[src/rtl/usr_pkg.sv]
`default_nettype none
// ============================================================================
// Module   : usr_pkg
// Purpose  : Shared mode encoding and default width for the universal shift
//            register.
// Revision : 1.0
// ============================================================================
package usr_pkg;

    typedef enum logic [1:0] {
        USR_HOLD = 2'b00,
        USR_SHR  = 2'b01,
        USR_SHL  = 2'b10,
        USR_LOAD = 2'b11
    } usr_mode_e;

    localparam int USR_DEFAULT_WIDTH = 4;

endpackage : usr_pkg
`default_nettype wire

[src/rtl/usr_bit_cell.sv]
`default_nettype none
// ============================================================================
// Module   : usr_bit_cell
// Purpose  : One storage bit: 4:1 mode mux (hold/right/left/load) plus flop.
// Revision : 1.0
// ============================================================================
module usr_bit_cell
    import usr_pkg::*;
(
    input  logic       clk,
    input  logic       rst,
    input  logic [1:0] i_ctrl,
    input  logic       i_left,
    input  logic       i_right,
    input  logic       i_d,
    output logic       o_q
);

    logic r_q;
    logic w_next;

    // Shift right pulls from the left (higher) neighbour, shift left from the
    // right (lower) neighbour. Unknown modes fall back to hold.
    always_comb begin
        w_next = r_q;
        case (usr_mode_e'(i_ctrl))
            USR_HOLD: w_next = r_q;
            USR_SHR:  w_next = i_left;
            USR_SHL:  w_next = i_right;
            USR_LOAD: w_next = i_d;
            default:  w_next = r_q;
        endcase
    end

    always_ff @(posedge clk or posedge rst) begin
        if (rst) begin
            r_q <= 1'b0;
        end else begin
            r_q <= w_next;
        end
    end

    assign o_q = r_q;

endmodule : usr_bit_cell
`default_nettype wire

[src/rtl/universal_shift_reg.sv]
`default_nettype none
// ============================================================================
// Module   : universal_shift_reg
// Purpose  : WIDTH-bit universal shift register (hold, shift right, shift
//            left, parallel load) built from per-bit mux/flop cells.
// Revision : 1.0
// ============================================================================
module universal_shift_reg
    import usr_pkg::*;
#(
    parameter int WIDTH = USR_DEFAULT_WIDTH
) (
    input  logic             clk,
    input  logic             rst,
    input  logic [1:0]       ctrl,
    input  logic [WIDTH-1:0] d,
    output logic [WIDTH-1:0] q
);

    logic [WIDTH-1:0] w_q;
    logic [WIDTH-1:0] w_shr;
    logic [WIDTH-1:0] w_shl;

    // Neighbour vectors: the end cells see the serial-in bits from d.
    assign w_shr = {d[WIDTH-1], w_q[WIDTH-1:1]};
    assign w_shl = {w_q[WIDTH-2:0], d[0]};

    generate
        for (genvar i = 0; i < WIDTH; i++) begin : g_cell
            usr_bit_cell u_cell (
                .clk     (clk),
                .rst     (rst),
                .i_ctrl  (ctrl),
                .i_left  (w_shr[i]),
                .i_right (w_shl[i]),
                .i_d     (d[i]),
                .o_q     (w_q[i])
            );
        end
    endgenerate

    assign q = w_q;

endmodule : universal_shift_reg
`default_nettype wire

[config.mk]
export PLATFORM = sky130hd
export DESIGN_NAME = universal_shift_reg
export DESIGN_NICKNAME = d
export VERILOG_FILES = /design/src/rtl/usr_pkg.sv /design/src/rtl/usr_bit_cell.sv /design/src/rtl/universal_shift_reg.sv
export SDC_FILE = /design/constraint.sdc
export NUM_CORES = 1
export LEC_CHECK = 0
export CAP_MARGIN = 20
export CORE_AREA = 5 5 42 44
export CTS_BUF_LIST = sky130_fd_sc_hd__clkbuf_4
export DETAILED_ROUTE_END_ITERATION = 10
export DIE_AREA = 0 0 47 49
export DONT_BUFFER_PORTS = 1
export GPL_ROUTABILITY_DRIVEN = 0
export SLEW_MARGIN = 10
export SYNTH_ARGS = -nofsm -noshare
export SYNTH_HDL_FRONTEND = slang
export SYNTH_SLANG_ARGS = --single-unit
[constraint.sdc]
create_clock -name clk -period 1.15 [get_ports clk]
set_input_delay 0.1725 -clock clk [delete_from_list [all_inputs] [get_ports clk]]
set_output_delay 0.1725 -clock clk [all_outputs]
set_load 0.03 [all_outputs]
# [Yosys cells after proc, flatten, opt, wreduce, memory -nomap -nowiden]
# Cells that the tools add are included.
[word_totals] regBits=4 input_bits=8 word_cells=14 out_inout_bits=4
[op_classes] n_mux=4 n_reduce_logical=3 eq_ne=3
[op_table] operator="1-bit case mux with 3 select lines" n=2
[op_table] operator="2-bit equality test, second input constant" n=2
[op_table] operator="1-bit case mux with 2 select lines" n=2
[op_table] operator="2-bit OR reduction" n=2
[op_table] operator="2-bit by 1-bit equality test with 1-bit output, second input constant" n=1
[op_table] operator="2-bit zero test" n=1

# [Depth between registers and ports, before layout]
# Gate-level depths: netlist (run 1).
[logic_depth] ltp_word=3 ltp_mapped=2 mapped_depth_nobuf=2

# [Modules after synthesis]
# Synthesis (run 1) repeated with hierarchy kept, for this count alone.
[hier_totals] cells_unflattened=12 hier_area_um2=205.2
[modules_own_cells] module="usr_bit_cell" seq_area_each_um2=25.0 instances=4 cells_each=3 area_per_inst_um2=51.3

# [Worst setup path after synthesis (run 1)]
# No wires, ideal clock.
[synth_path] path_type="flip-flop to flip-flop" startpoint="register g_cell[1].u_cell.r_q" endpoint="register g_cell[2].u_cell.r_q" synth_period_minus_slack_ns=0.989 arrival_time_ns=0.848 stages_incl_launch_ff=2 path_buffers=0 required_ns=1.010 setup_ns=0.140 path_slack_ns=0.161 path_cell_list="dfrtp_1 -> mux4_1"
[synth_between] elab_chain_cells=1
[synth_lines] item="from (decl)" line_no="usr_bit_cell.sv:19" source="logic r_q;"
[synth_lines] item="from (signal assigned)" line_no="usr_bit_cell.sv:39" source="r_q <= w_next;"
[synth_lines] item="1-bit case mux with 3 select lines" line_no="usr_bit_cell.sv:26" source="case (usr_mode_e'(i_ctrl))"
[synth_lines] item="to (signal assigned)" line_no="usr_bit_cell.sv:39"
[synth_lines] item="to (decl)" line_no="usr_bit_cell.sv:19"
# Every way passes these cells.
# A chain may end at the register's enable or synchronous reset.

# [Worst setup path after layout (run 1)]
# Same ends and word-level chain as after synthesis.

==> impl_summary.md, run 1 <==
Setup path
In this run the worst path has a maximum fanout of 4. The worst register-to-register path ends at g_cell[2].u_cell.o_q. The signal on the critical path passes through mux4_1. The required time at the worst-slack endpoint is around 1.2 ns. STA classifies the critical path endpoint as a flip-flop. Setup slack on the worst reg-to-reg path comes out at ~0.089 ns. Among cell families on the critical path, the largest total delay comes from multiplexers. Data arrives at the worst endpoint at about 1.2 ns.

The count of buffering cells on the critical path with inverters included is 0. By startpoint and endpoint, the worst setup path is classified as reg2reg. The type of element launching the critical path is a flip-flop.

In this run the critical register-to-register path is launched from g_cell[1].u_cell.o_q. For this run, the slowest stage of the critical path takes between 0.5 and 0.6 ns. The number of cells traversed by the worst register-to-register path is 1. The slowest cell on the critical path is mux4_1.

Power and ir drop
For this design the static power due to leakage is between 0.0001 and 0.00015 µW. The switching fraction of total power is between 20 and 30%. The overall power after layout is 481.2 µW. The combinational group share of total power is between 20% and 30%. The sequential cell fraction of total power is 37.8%. The total net switching power is 144.0 µW.

The internal power of the cells totals 337.2 µW. The worst-case IR drop observed on VDD is between 0.2 and 0.25 mV. The part of the total power dissipated in the clock network is 35.4%. In this run the power density over the cells is 1740 nW/µm².

Floorplan
12 I/O pins were placed. The die outline height is ~49 µm. The total die area is roughly 2300 µm². The number of placement rows is 14. The floorplan step set the die width to about 47 µm. The core region is roughly 1400 µm². The effective utilization at floorplan is between 10% and 20%.

Routing
The routed length per instance is 15.51 µm. The detail route stage leaves a number of antenna-violating nets equal to 0. Summed over all nets, wire length on met3 after detailed routing comes to ~180 µm. The routed length on met2 is approximately 210 µm. The routed design has between 500 and 600 µm of wire. The via count normalized by instance count is 4.027.

In the final routing, the length of wire on met1 measures around 180 µm. For this block, the via count after detailed routing is 149. The first detailed-routing pass took 3 iterations. In the routed design, unresolved DRC markers number 0. The detailed router used layers up to and including met3. The initial detailed-routing violation count is 3.

Layout
The final antenna diode count is 0. After routing the design area is approximately 280 µm². The library cells used most frequently in the layout, excluding fill and tap cells, are dfrtp_1, buf_4, clkbuf_4. Of the cells placed in the final design, the portion with a size suffix greater than 1 is between 30% and 40%. The count of nets after finishing is 31. The flip-flop count of the largest register, all copies and words added is 4. Leaving out filler cells and counting taps, the final layout contains 37.

The area growth from synthesis to final layout is 23.46%.

Timing
Setup repair after global routing left no endpoint under its margin. The worst relative slew slack is 89.82%. The final sum of negative setup slack is 0 ns. The maximum clock frequency is about 0.94 GHz. Setup violations remaining at the end of the flow were counted as 0. The clock arrives with roughly 0.00083 ns of skew. At the pin with the least slew margin, the transition time is ~0.15 ns.

The worst path needs between 1 and 1.5 ns of the cycle, external delays included. The number of hold-slack violations in the final timing report is 0. The count of final max-slew check failures is 0. The share of the clock period used by the worst path after layout is ~90%.

Min path
Counting instances, the worst hold path has a depth of 1. The worst min-delay path startpoint is ctrl[0]. The terminating pin of the worst hold path is g_cell[3].u_cell.o_q. The path class of the tightest hold or removal check is in2reg.

Placement
The cell area after placement is 244.0 µm². The count of buffers from port buffering is 0. Once placement completed, the tool counted placed cells totaling 33. The half-perimeter wire length after detailed placement is 473.5 µm.

Clocking
The number of sinks handled by clock tree synthesis is 4. The later pin in the worst-skew pair is clocked with a latency of approximately 0.23 ns. The maximum number of buffers from clock root to sink is 2. Once the clock tree was built, the setup fixing pass inserted 0 buffers. In this run the number of H-tree levels came out at 1. The clock-pin slew reported for the worst setup and hold paths after clock tree synthesis is roughly 0.040 ns. The CTS tree is built.

The cell at the root of the clock tree is clkbuf_4. The number of clock buffers added by TritonCTS is 3.

Synth
After technology mapping, the gate count stands at 17. The synthesized design contains 4 register bits. The cell area after synthesis is ~220 µm².

The count of yosys warnings during synthesis is 0. The synthesized area per cell is 13.17 µm². After synthesis, flip-flops and latches occupy between 40% and 50% of the total area. The number of nets in the synthesized netlist is 25. The count of cell types in the netlist is 7.

Global routing
The number of antenna violations at the first check in global routing is 0. For this run, the total global-route usage over all layers was measured as approximately 6.0%. The maximum number of pins on one net before global-route repair is 6. The first global-routing pass estimated ~850 µm of wire. Global routing finished with a remaining overflow of 0. The via count of the first global-routing pass is around 180.

Run status
The run finished with clean final reports.

Flow run
The tool flagged a number of max-cap violations equal to 0.
## cells in the mapped netlist (all sizes together)
cell type	count	area share [%]
mux4	2	23
o21ai	2	4.5
dfrtp	4	45
mux2i	2	8.9
nand2	2	3.4
buf	4	13
inv	1	1.7
## power groups by stage
stage / clock, µW / combinational (µW) / sequential, µW
floorplan: 0 / 114 / 178
CTS: 181 / 129 / 183
global placement: 0 / 124 / 178
global route: 192 / 134 / 186
finish: 170 / 129 / 182
detailed placement: 0 / 125 / 184
## per-stage QoR
stage | setup WS [ns] | hold WS [ns] | util, %
2_1_floorplan | 0.1615 | -0.06142 | -
3_3_place_gp | 0.1258 | -0.05576 | 17.41
3_5_place_dp | 0.1009 | -0.04172 | 17.41
4_1_cts | 0.07432 | 0.04202 | 19.73
5_1_grt | 0.06473 | 0.03996 | 19.73
6_report | 0.08855 | 0.05064 | 19.73
## metal layers
layer  vias to the layer above  GRT usage [%]
li1                         68              -
met1                        65          5.357
met2                        16          5.430
met3                         0          8.118
met4                         0          6.912
met5                         -              0
## worst max path at each step
stage                          from              endpoint  slack [ns]  cells past startpoint
3_5_place_dp   g_cell[1].u_cell.o_q  g_cell[2].u_cell.o_q        0.10                      1
6_report       g_cell[1].u_cell.o_q  g_cell[2].u_cell.o_q        0.09                      1
5_1_grt        g_cell[1].u_cell.o_q  g_cell[2].u_cell.o_q        0.06                      1
3_3_place_gp   g_cell[2].u_cell.o_q  g_cell[1].u_cell.o_q        0.13                      1
4_1_cts        g_cell[1].u_cell.o_q  g_cell[2].u_cell.o_q        0.07                      1
2_1_floorplan  g_cell[1].u_cell.o_q  g_cell[2].u_cell.o_q        0.16                      1
## logic make-up after synthesis
family / synth area share (%)
buffers and inverters: 15.08
muxes: 32.40
DFF: 44.69
AOI/OAI and AO/OA: 4.469
and+or+nand+nor: 3.353
## layout make-up
class                           count  area (µm²)
Fill cell                         163        1125
Sequential cell                     4       100.1
Multi-Input combinational cell      8       90.09
Timing Repair Buffer                5       40.04
Clock buffer                        3       22.52
Tap cell                           16       20.02
Inverter                            1       3.754
## repair_timing
item / 4_1_cts / 5_1_grt
hold buffers: 1 / 0
resized for setup: 0 / 0
hold endpoints to repair: 4 / 0
No activity file was read; power rests on OpenSTA's default activity.
==> run 2: changes to the inputs <==
--- a/config.mk
+++ b/config.mk
@@ -5,6 +5,7 @@
 export SDC_FILE = /design/constraint.sdc
 export NUM_CORES = 1
 export LEC_CHECK = 0
+export ABC_AREA = 1
 export CAP_MARGIN = 20
 export CORE_AREA = 5 5 42 44
 export CTS_BUF_LIST = sky130_fd_sc_hd__clkbuf_4
@@ -15,4 +16,5 @@
 export SLEW_MARGIN = 10
 export SYNTH_ARGS = -nofsm -noshare
 export SYNTH_HDL_FRONTEND = slang
+export SYNTH_HIERARCHICAL = 1
 export SYNTH_SLANG_ARGS = --single-unit
==> run 2 against run 1 <==
Compared with the run above:
- setup slack improved by 0.078 ns
- maximum frequency increased by 8.0%
- sequential share of layout area decreased by 11 points
- largest cell class is now multi-input combinational cells
- flip-flop and latch count unchanged
- register-to-register slack improved by 0.31 ns
- global-route usage increased by 0.20 points
- first-iteration DRC count decreased by 100%
- non-clock buffer count unchanged
==> impl_summary.md, run 2 <==
Power and ir drop
The combinational group share of total power is 27.7% (was 26.8%). The total net switching power is 151.5 µW (was 144.0 µW). The peak ir drop on the vdd network is 0.4378 mV (was 0.2448 mV). The switching fraction of total power is 31.65% (was 29.93%).

The power per unit of standard cell area is 1188 nW/µm² (was 1740 nW/µm²). The sequential cell fraction of total power is 36.1% (was 37.8%). The cell-internal power was 327.3 µW (was 337.2 µW). The part of the total power dissipated in the clock network is 36.2% (was 35.4%). The static power due to leakage was 0.0003001 µW (was 0.0001315 µW).

The overall power after layout was 478.8 µW (was 481.2 µW).

Synth
Leading cell types by count after synthesis: inv_1, nand2_1, nand3_1 (was buf_4, dfrtp_1). The synthesized net count was 68 (was 25). The number of enable-type register cells in the synthesized netlist is 0 (unchanged).

The fraction of the mapped netlist area in compound gates is 0% (was 4.469%). The count of yosys warnings during synthesis is 6 (was 0). In the post-synthesis netlist, the cell with the most instances is inv_1.

The most frequently used flop master after synthesis is dfrtp_1 (unchanged). The async set or reset register ratio after synthesis is 100.0% (unchanged). The top cell type by total area after synthesis is inv_1 (was dfrtp_1). Leading post-synthesis cells by cell area: inv_1, dfrtp_1, nand2_1 (was dfrtp_1, mux4_1, buf_4).

The fraction of synthesized area in multiplexers was 0% (was 32.40%). The dominant combinational cell family by area after synthesis is simple AND/OR/NAND/NOR gates (was multiplexers). The number of instances in the synthesized netlist came to 60 (was 17). The xor-xnor portion of the synthesized cell area was 0% (unchanged).

The simple-gate area share of the yosys netlist is 35.94% (was 3.352%). The synthesized area per cell came to 5.338 µm² (was 13.17 µm²). The cell area after synthesis came to 320.3 µm² (was 224.0 µm²). The sequential fraction of the synthesis area is 31.25% (was 44.69%).

The count of cell types in the netlist is 4 (was 7). The number of synthesized register bits was 4 (unchanged). The fraction of synthesized cell area taken by the top area cell type came to 32.81% (was 44.69%).

The share of synthesized cell area in full adder, half adder and majority cells is 0% (unchanged).

Timing
Setup repair after global routing missed its margin: no (unchanged). The share of the clock period used by the worst path after layout is 85.49% (was 92.30%). The worst hold slack is 0.07915 ns (was 0.05064 ns). The final clock skew is 0.002125 ns (was 0.0008302 ns). The final sum of negative setup slack came to 0 ns (unchanged).

The count of final max-slew check failures was 0 (unchanged). The final setup violation count is 0 (unchanged). The worst relative slew slack came to 89.95% (was 89.82%). The number of hold-slack violations in the final timing report came to 0 (unchanged). The post-route minimum period is 0.9832 ns (was 1.061 ns). The maximum clock frequency is 1.017 GHz (was 0.9421 GHz). The slew at the pin closest to its max-slew limit is 0.1502 ns (was 0.1526 ns).

Routing
The count of antenna-violating nets left after detailed routing is 0 (unchanged). The routed length per instance is 7.524 µm (was 15.51 µm). The initial detailed-routing violation count is 0 (was 3). The remaining routing DRC violations was 0 (unchanged). The total number of vias was 311 (was 149). The total iterations of the first detailed-routing run is 1 (was 3). The via count normalized by instance count is 3.702 (was 4.027). The wire length after detailed routing was 632 µm (was 574 µm).

Global routing
The residual overflow from global routing is 0 (unchanged). The first-pass GRT wire length was 1.007 mm (was 848 µm). The number of antenna violations at the first check in global routing is 0 (unchanged). The maximum number of pins on one net before global-route repair was 13 (was 6). The via count of the first global-routing pass is 271 (was 181). The overall fraction of global-route tracks in use was 6.219% (was 6.016%).

Floorplan
The core outline area came to 1401 µm² (unchanged). The overall die width is 47 µm (unchanged). The number of top-level pins is 12 (unchanged). The total die area is 2303 µm² (unchanged). The die outline height came to 49 µm (unchanged). The number of placement rows is 14 (unchanged). The effective utilization at floorplan is 22.86% (was 15.98%).

Setup path
The gate family responsible for the most delay along the worst path is flip-flops (was multiplexers). The data arrival time of the worst path is 0.81 ns (was 1.15 ns). The type of element launching the critical path was a flip-flop (unchanged). The slowest cell on the critical path was dfrtp_1 (was mux4_1). Ordered list of cells on the worst path: buf_4 (was mux4_1).

The kind of critical path is reg2out (was reg2reg). The largest fanout on the critical path is 4 (unchanged). The required time at the worst-slack endpoint is 0.98 ns (was 1.24 ns). The capture instance of the worst register-to-register path is g_cell[0].u_cell/o_q (was g_cell[2].u_cell.o_q).

The type of element capturing the critical path was a primary output (was flip-flop). The number of cells traversed by the worst register-to-register path is 4 (was 1). The peak per-stage delay on the critical path is 0.40 ns (was 0.52 ns).

The register-to-register setup slack is 0.40 ns (was 0.09 ns). The count of buffering cells on the critical path with inverters included is 1 (was 0). The launch instance of the worst register-to-register path was g_cell[1].u_cell/o_q (was g_cell[1].u_cell.o_q).

Clocking
The number of sinks handled by clock tree synthesis is 4 (unchanged). The maximum number of buffers from clock root to sink is 2 (unchanged). The clock latency on the worst-skew pair was 0.23 ns (about the same). The deepest level of the CTS H-tree is 1 (unchanged). The total clock buffers created by CTS is 3 (unchanged). The clock-pin slew reported for the worst setup and hold paths after clock tree synthesis was 0.04 ns (about the same).

The CTS tree is built (unchanged). The cell at the root of the clock tree was clkbuf_4 (unchanged).

Layout
The final core area utilization was 28.75% (was 19.73%). The count of nets after finishing is 78 (was 31). The final antenna diode count came to 0 (unchanged). The library cell used most frequently in the layout, excluding fill and tap cells, is inv_1. The post-layout instance count excluding filler cells is 84 (was 37). Most used cells in the layout excluding fill and tap cells: inv_1, nand2_1, nand3_1 (was dfrtp_1, buf_4, clkbuf_4). The flip-flop count of the largest register, all copies and words added is 4 (unchanged). The area growth from synthesis to final layout is 25.78% (was 23.46%). The fraction of layout cells with a size suffix above 1 is 10.29% (was 33.33%).

Min path
The worst hold path cell count is 2 (was 1). The worst min-delay path startpoint is ctrl[1] (was ctrl[0]). The worst min-delay path class is in2reg (unchanged). The terminating pin of the worst hold path is g_cell[0].u_cell/o_q (was g_cell[3].u_cell.o_q).

Run status
Result of the run: completed (unchanged).

Placement
The count of buffers from port buffering is 0 (unchanged). The half-perimeter wire length after detailed placement is 530.9 µm (was 473.5 µm). The cell count after placement was 80 (was 33).

Flow run
The number of maximum-capacitance violations was 0 (unchanged).
==> run 2: changes by cell type in the layout (fill, tap and decap cells not counted) <==
| cell | before | now |
|---|---|---|
| inv_1 | 1 | 28 |
| nand2_1 | 2 | 20 |
| nand3_1 | 0 | 8 |
| mux2i_1 | 2 | 0 |
| mux4_1 | 2 | 0 |
| o21ai_0 | 2 | 0 |
==> run 2: area by class of cell <==
class                           count  area [µm²]
Sequential cell                     4       100.1
Fill cell                         180       998.5
Timing Repair Buffer                5       40.04
Inverter                           28       105.1
Multi-Input combinational cell     28       115.1
Clock buffer                        3       22.52
Tap cell                           16       20.02
==> run 2: power groups by stage <==
stage               clock network [µW]  logic (µW)  registers, µW
floorplan                            0        60.3            207
global placement                     0         132            173
detailed placement                   0         130            175
CTS                                187         135            173
global route                       192         149            176
finish                             174         133            173
==> run 2: cell families (layout without fill, tap and decap cells) <==
family | count (synthesis) | in the layout
buffers and inverters | 28 | 36
AND/OR/NAND/NOR | 28 | 28
flip-flops | 4 | 4
==> run 2: metrics by stage <==
stage               cell area (µm²)  setup slack, ns
floorplan                     320.3           0.3085
global placement              370.4           0.4153
detailed placement            370.4           0.3995
CTS                           402.9           0.1537
global route                  402.9           0.1331
finish                        402.9           0.1668
==> run 2: how the worst max path moves through the flow <==
stage	startpoint	end	slack [ns]	cells past startpoint
final	g_cell[2].u_cell/o_q	q[2]	0.17	1
after floorplan	g_cell[1].u_cell/o_q	g_cell[0].u_cell/o_q	0.31	4
after detailed placement	g_cell[2].u_cell/o_q	g_cell[1].u_cell/o_q	0.40	4
after CTS	g_cell[1].u_cell/o_q	q[1]	0.15	1
after global routing	g_cell[2].u_cell/o_q	q[2]	0.13	1
after global placement	g_cell[1].u_cell/o_q	g_cell[0].u_cell/o_q	0.42	4
==> run 2: repair_timing <==
action                    4_1_cts  5_1_grt
hold endpoints to repair        4        0
resized for setup               0        0
hold buffers                    1        0
buffers inserted                0        0
==> run 2: layer usage <==
layer / part of all wire, % / global-route usage, % / routed length (µm) / up-vias
met3: 8.7 / 2.952 / 55 / 0
met4: 0 / 5.530 / 0 / 0
met2: 47 / 7.240 / 294 / 8
met5: 0 / 0 / 0 / -
met1: 45 / 8.000 / 283 / 126
li1: - / - / - / 177
==> run 3: changes to the inputs <==
--- a/config.mk
+++ b/config.mk
@@ -5,10 +5,10 @@
 export SDC_FILE = /design/constraint.sdc
 export NUM_CORES = 1
 export LEC_CHECK = 0
-export ABC_AREA = 1
 export CAP_MARGIN = 20
 export CORE_AREA = 5 5 42 44
 export CTS_BUF_LIST = sky130_fd_sc_hd__clkbuf_4
+export CTS_CLUSTER_SIZE = 20
 export DETAILED_ROUTE_END_ITERATION = 10
 export DIE_AREA = 0 0 47 49
 export DONT_BUFFER_PORTS = 1
==> run 3 against run 2 <==
Compared with the run above:
- via count decreased by 54%
- cell count decreased by 57%
- flip-flop and latch count unchanged
- global-route usage decreased by 1.5 points
- setup slack got worse by 0.016 ns
- first-iteration DRC count increased by 3
- cell area decreased by 29%
- synthesized cell count decreased by 80%
- area after synthesis decreased by 36%
- die area unchanged
==> impl_summary.md, run 3 <==
Power and ir drop
The static power due to leakage is 0.0001308 µW (was 0.0003001 µW). The cell-internal power is 362.8 µW (was 327.3 µW). The power per unit of standard cell area came to 1794 nW/µm² (was 1188 nW/µm²). The total net switching power came to 153.3 µW (was 151.5 µW). The combinational group share of total power came to 30.6% (was 27.7%). The sequential cell fraction of total power is 37.3% (was 36.1%). The peak ir drop on the vdd network came to 0.5311 mV (was 0.4378 mV). The part of the total power dissipated in the clock network is 32.1% (was 36.2%). The switching fraction of total power is 29.71% (was 31.65%).

Layout
The final core area utilization is 20.54% (was 28.75%). The final antenna diode count is 0 (unchanged). The count of nets after finishing is 30 (was 78). The flip-flop count of the largest register, all copies and words added is 4 (unchanged). The fraction of layout cells with a size suffix above 1 is 55.00% (was 10.29%).

The area taken by flip-flops and latches was 100.1 µm² (unchanged). The area growth from synthesis to final layout is 40.24% (was 25.78%). Most used cells in the layout excluding fill and tap cells: mux4_2, inv_1, dfrtp_1, buf_4, clkbuf_4 (was inv_1, nand2_1, nand3_1). The number of inserted filler cells in the final layout is 157 (was 180). The post-layout instance count excluding filler cells is 36 (was 84). The area taken by multi-input logic gates is 90.09 µm² (was 115.1 µm²).

Timing
The number of hold-slack violations in the final timing report is 0 (unchanged). The final setup violation count is 0 (unchanged). The post-route minimum period came to 0.9992 ns (was 0.9832 ns). The worst relative slew slack is 89.10% (was 89.95%). The final clock skew is 0.001261 ns (was 0.002125 ns). The final sum of negative setup slack is 0 ns (unchanged). The slew at the pin closest to its max-slew limit is 0.1629 ns (was 0.1502 ns). The share of the clock period used by the worst path after layout is 86.89% (was 85.49%). The slack of the critical path is 0.1508 ns (was 0.1668 ns). The count of final max-slew check failures is 0 (unchanged). The maximum clock frequency is 1.001 GHz (was 1.017 GHz). The worst hold slack came to 0.1312 ns (was 0.07915 ns). Setup repair after global routing missed its margin: no (unchanged).

Setup path
The type of element capturing the critical path was a flip-flop (was primary output). The slowest cell on the critical path was mux4_2 (was dfrtp_1). The type of element launching the critical path is a flip-flop (unchanged). The data arrival time of the worst path is 1.09 ns (was 0.81 ns). The kind of critical path was reg2reg (was reg2out). The largest fanout on the critical path is 4 (unchanged). The gate family responsible for the most delay along the worst path was multiplexers (was flip-flops).

Ordered list of cells on the worst path: mux4_2 (was buf_4). The count of buffering cells on the critical path with inverters included was 0 (was 1). The peak per-stage delay on the critical path is 0.46 ns (was 0.40 ns).

The required time at the worst-slack endpoint came to 1.25 ns (was 0.98 ns).

Synth
The top cell type by total area after synthesis is dfrtp_1 (was inv_1). The cell area after synthesis is 205.2 µm² (was 320.3 µm²). Leading cell types by count after synthesis: dfrtp_1, inv_1, mux4_2 (was inv_1, nand2_1, nand3_1). The sequential fraction of the synthesis area came to 48.78% (was 31.25%).

The count of cell types in the netlist is 3 (was 4). The fraction of synthesized cell area taken by the top area cell type was 48.78% (was 32.81%). Leading post-synthesis cells by cell area: dfrtp_1, mux4_2, inv_1 (was inv_1, dfrtp_1, nand2_1). The number of instances in the synthesized netlist came to 12 (was 60). The number of synthesized register bits was 4 (unchanged).

The synthesized net count is 20 (was 68). The number of enable-type register cells in the synthesized netlist was 0 (unchanged). The count of yosys warnings during synthesis is 6 (unchanged).

The synthesized area per cell is 17.10 µm² (was 5.338 µm²). The most frequently used flop master after synthesis was dfrtp_1 (unchanged). The async set or reset register ratio after synthesis is 100.0% (unchanged).

Clocking
The number of sinks handled by clock tree synthesis is 4 (unchanged). The clock-pin slew reported for the worst setup and hold paths after clock tree synthesis is 0.03 ns (was 0.04 ns). The number of hold-repair buffers added at the cts stage is 1 (unchanged). The cell at the root of the clock tree is clkbuf_4 (unchanged). The deepest level of the CTS H-tree came to 1 (unchanged). The count of buffers added by post-CTS timing repair for setup is 0 (unchanged). The clock latency on the worst-skew pair came to 0.23 ns (about the same). The total clock buffers created by CTS is 3 (unchanged). The maximum number of buffers from clock root to sink came to 2 (unchanged). The quantity of gates resized following cts is 0 (unchanged). The CTS tree is built (unchanged).

Placement
The count of buffers from port buffering is 0 (unchanged). The cell count after placement was 32 (was 80). The worst slack at placement came to 0.1473 ns (was 0.3995 ns).

Global routing
The maximum number of pins on one net before global-route repair came to 5 (was 13). The overall fraction of global-route tracks in use came to 4.759% (was 6.219%). The via count of the first global-routing pass is 178 (was 271). The first-pass GRT wire length was 717 µm (was 1.007 mm). The residual overflow from global routing was 0 (unchanged).

The number of antenna violations at the first check in global routing came to 0 (unchanged).

Routing
The wire length after detailed routing is 442 µm (was 632 µm). The total iterations of the first detailed-routing run is 2 (was 1). The remaining routing DRC violations came to 0 (unchanged). The count of antenna-violating nets left after detailed routing is 0 (unchanged). The routed length per instance was 12.28 µm (was 7.524 µm).

The initial detailed-routing violation count is 3 (was 0). The total number of vias is 143 (was 311). The via count normalized by instance count is 3.972 (was 3.702).

Floorplan
The number of placement rows is 14 (unchanged). The total die area was 2303 µm² (unchanged). The number of top-level pins is 12 (unchanged). The die outline height is 49 µm (unchanged). The effective utilization at floorplan is 14.64% (was 22.86%). The overall die width is 47 µm (unchanged).

The core outline area is 1401 µm² (unchanged).

Flow run
The number of maximum-capacitance violations is 0 (unchanged).

Min path
The worst min-delay path class was in2reg (unchanged).

Run status
Result of the run: completed (unchanged).
## run 3: logic make-up (layout without fill, tap and decap cells)
family                 Yosys count  in the layout  share of synthesized area, %
buffers and inverters            4             12                         7.315
flip-flops                       4              4                         48.78
multiplexers                     4              4                         43.90
## run 3: cell type report
class	count	share of cell area, %
flip-flops and latches	4	34.78
multi-input cells	4	31.30
repair buffers	5	13.91
clock buffers	3	7.826
well taps	16	6.957
inverters	4	5.217
## run 3: layer usage
layer / vias to the layer above / GRT usage (%) / wire (µm)
met4: 0 / 5.530 / 17
met1: 67 / 6.546 / 233
met3: 2 / 2.583 / 63
met5: - / 0 / 0
li1: 60 / - / -
met2: 14 / 4.299 / 127
## run 3: path summary, 6_finish.rpt
kind / from / end / slack (ns) / cells past startpoint
worst max-delay path: g_cell[1].u_cell/o_q / g_cell[0].u_cell/o_q / 0.15 / 1
max in group asynchronous: rst / g_cell[2].u_cell/o_q / 0.75 / 2
worst min register to register: g_cell[0].u_cell/o_q / g_cell[0].u_cell/o_q / 0.63 / 1
worst min-delay path: ctrl[0] / g_cell[0].u_cell/o_q / 0.13 / 1
min in group asynchronous: rst / g_cell[1].u_cell/o_q / 0.30 / 2
worst max register to register: g_cell[1].u_cell/o_q / g_cell[0].u_cell/o_q / 0.15 / 1
## run 3: stage by stage
step | total power, µW | area, µm²
global placement | 346.1 | 255.2
detailed placement | 352.6 | 255.2
finish | 516.2 | 287.8
global route | 548.0 | 287.8
floorplan | 291.4 | 205.2
CTS | 531.0 | 287.8
## run 3: power by group through the flow
stage          clock network [µW]  registers [µW]  logic (µW)
2_1_floorplan                   0             242        49.3
3_3_place_gp                    0             190         156
3_5_place_dp                    0             195         157
4_1_cts                       175             194         162
5_1_grt                       181             199         169
6_report                      166             193         158
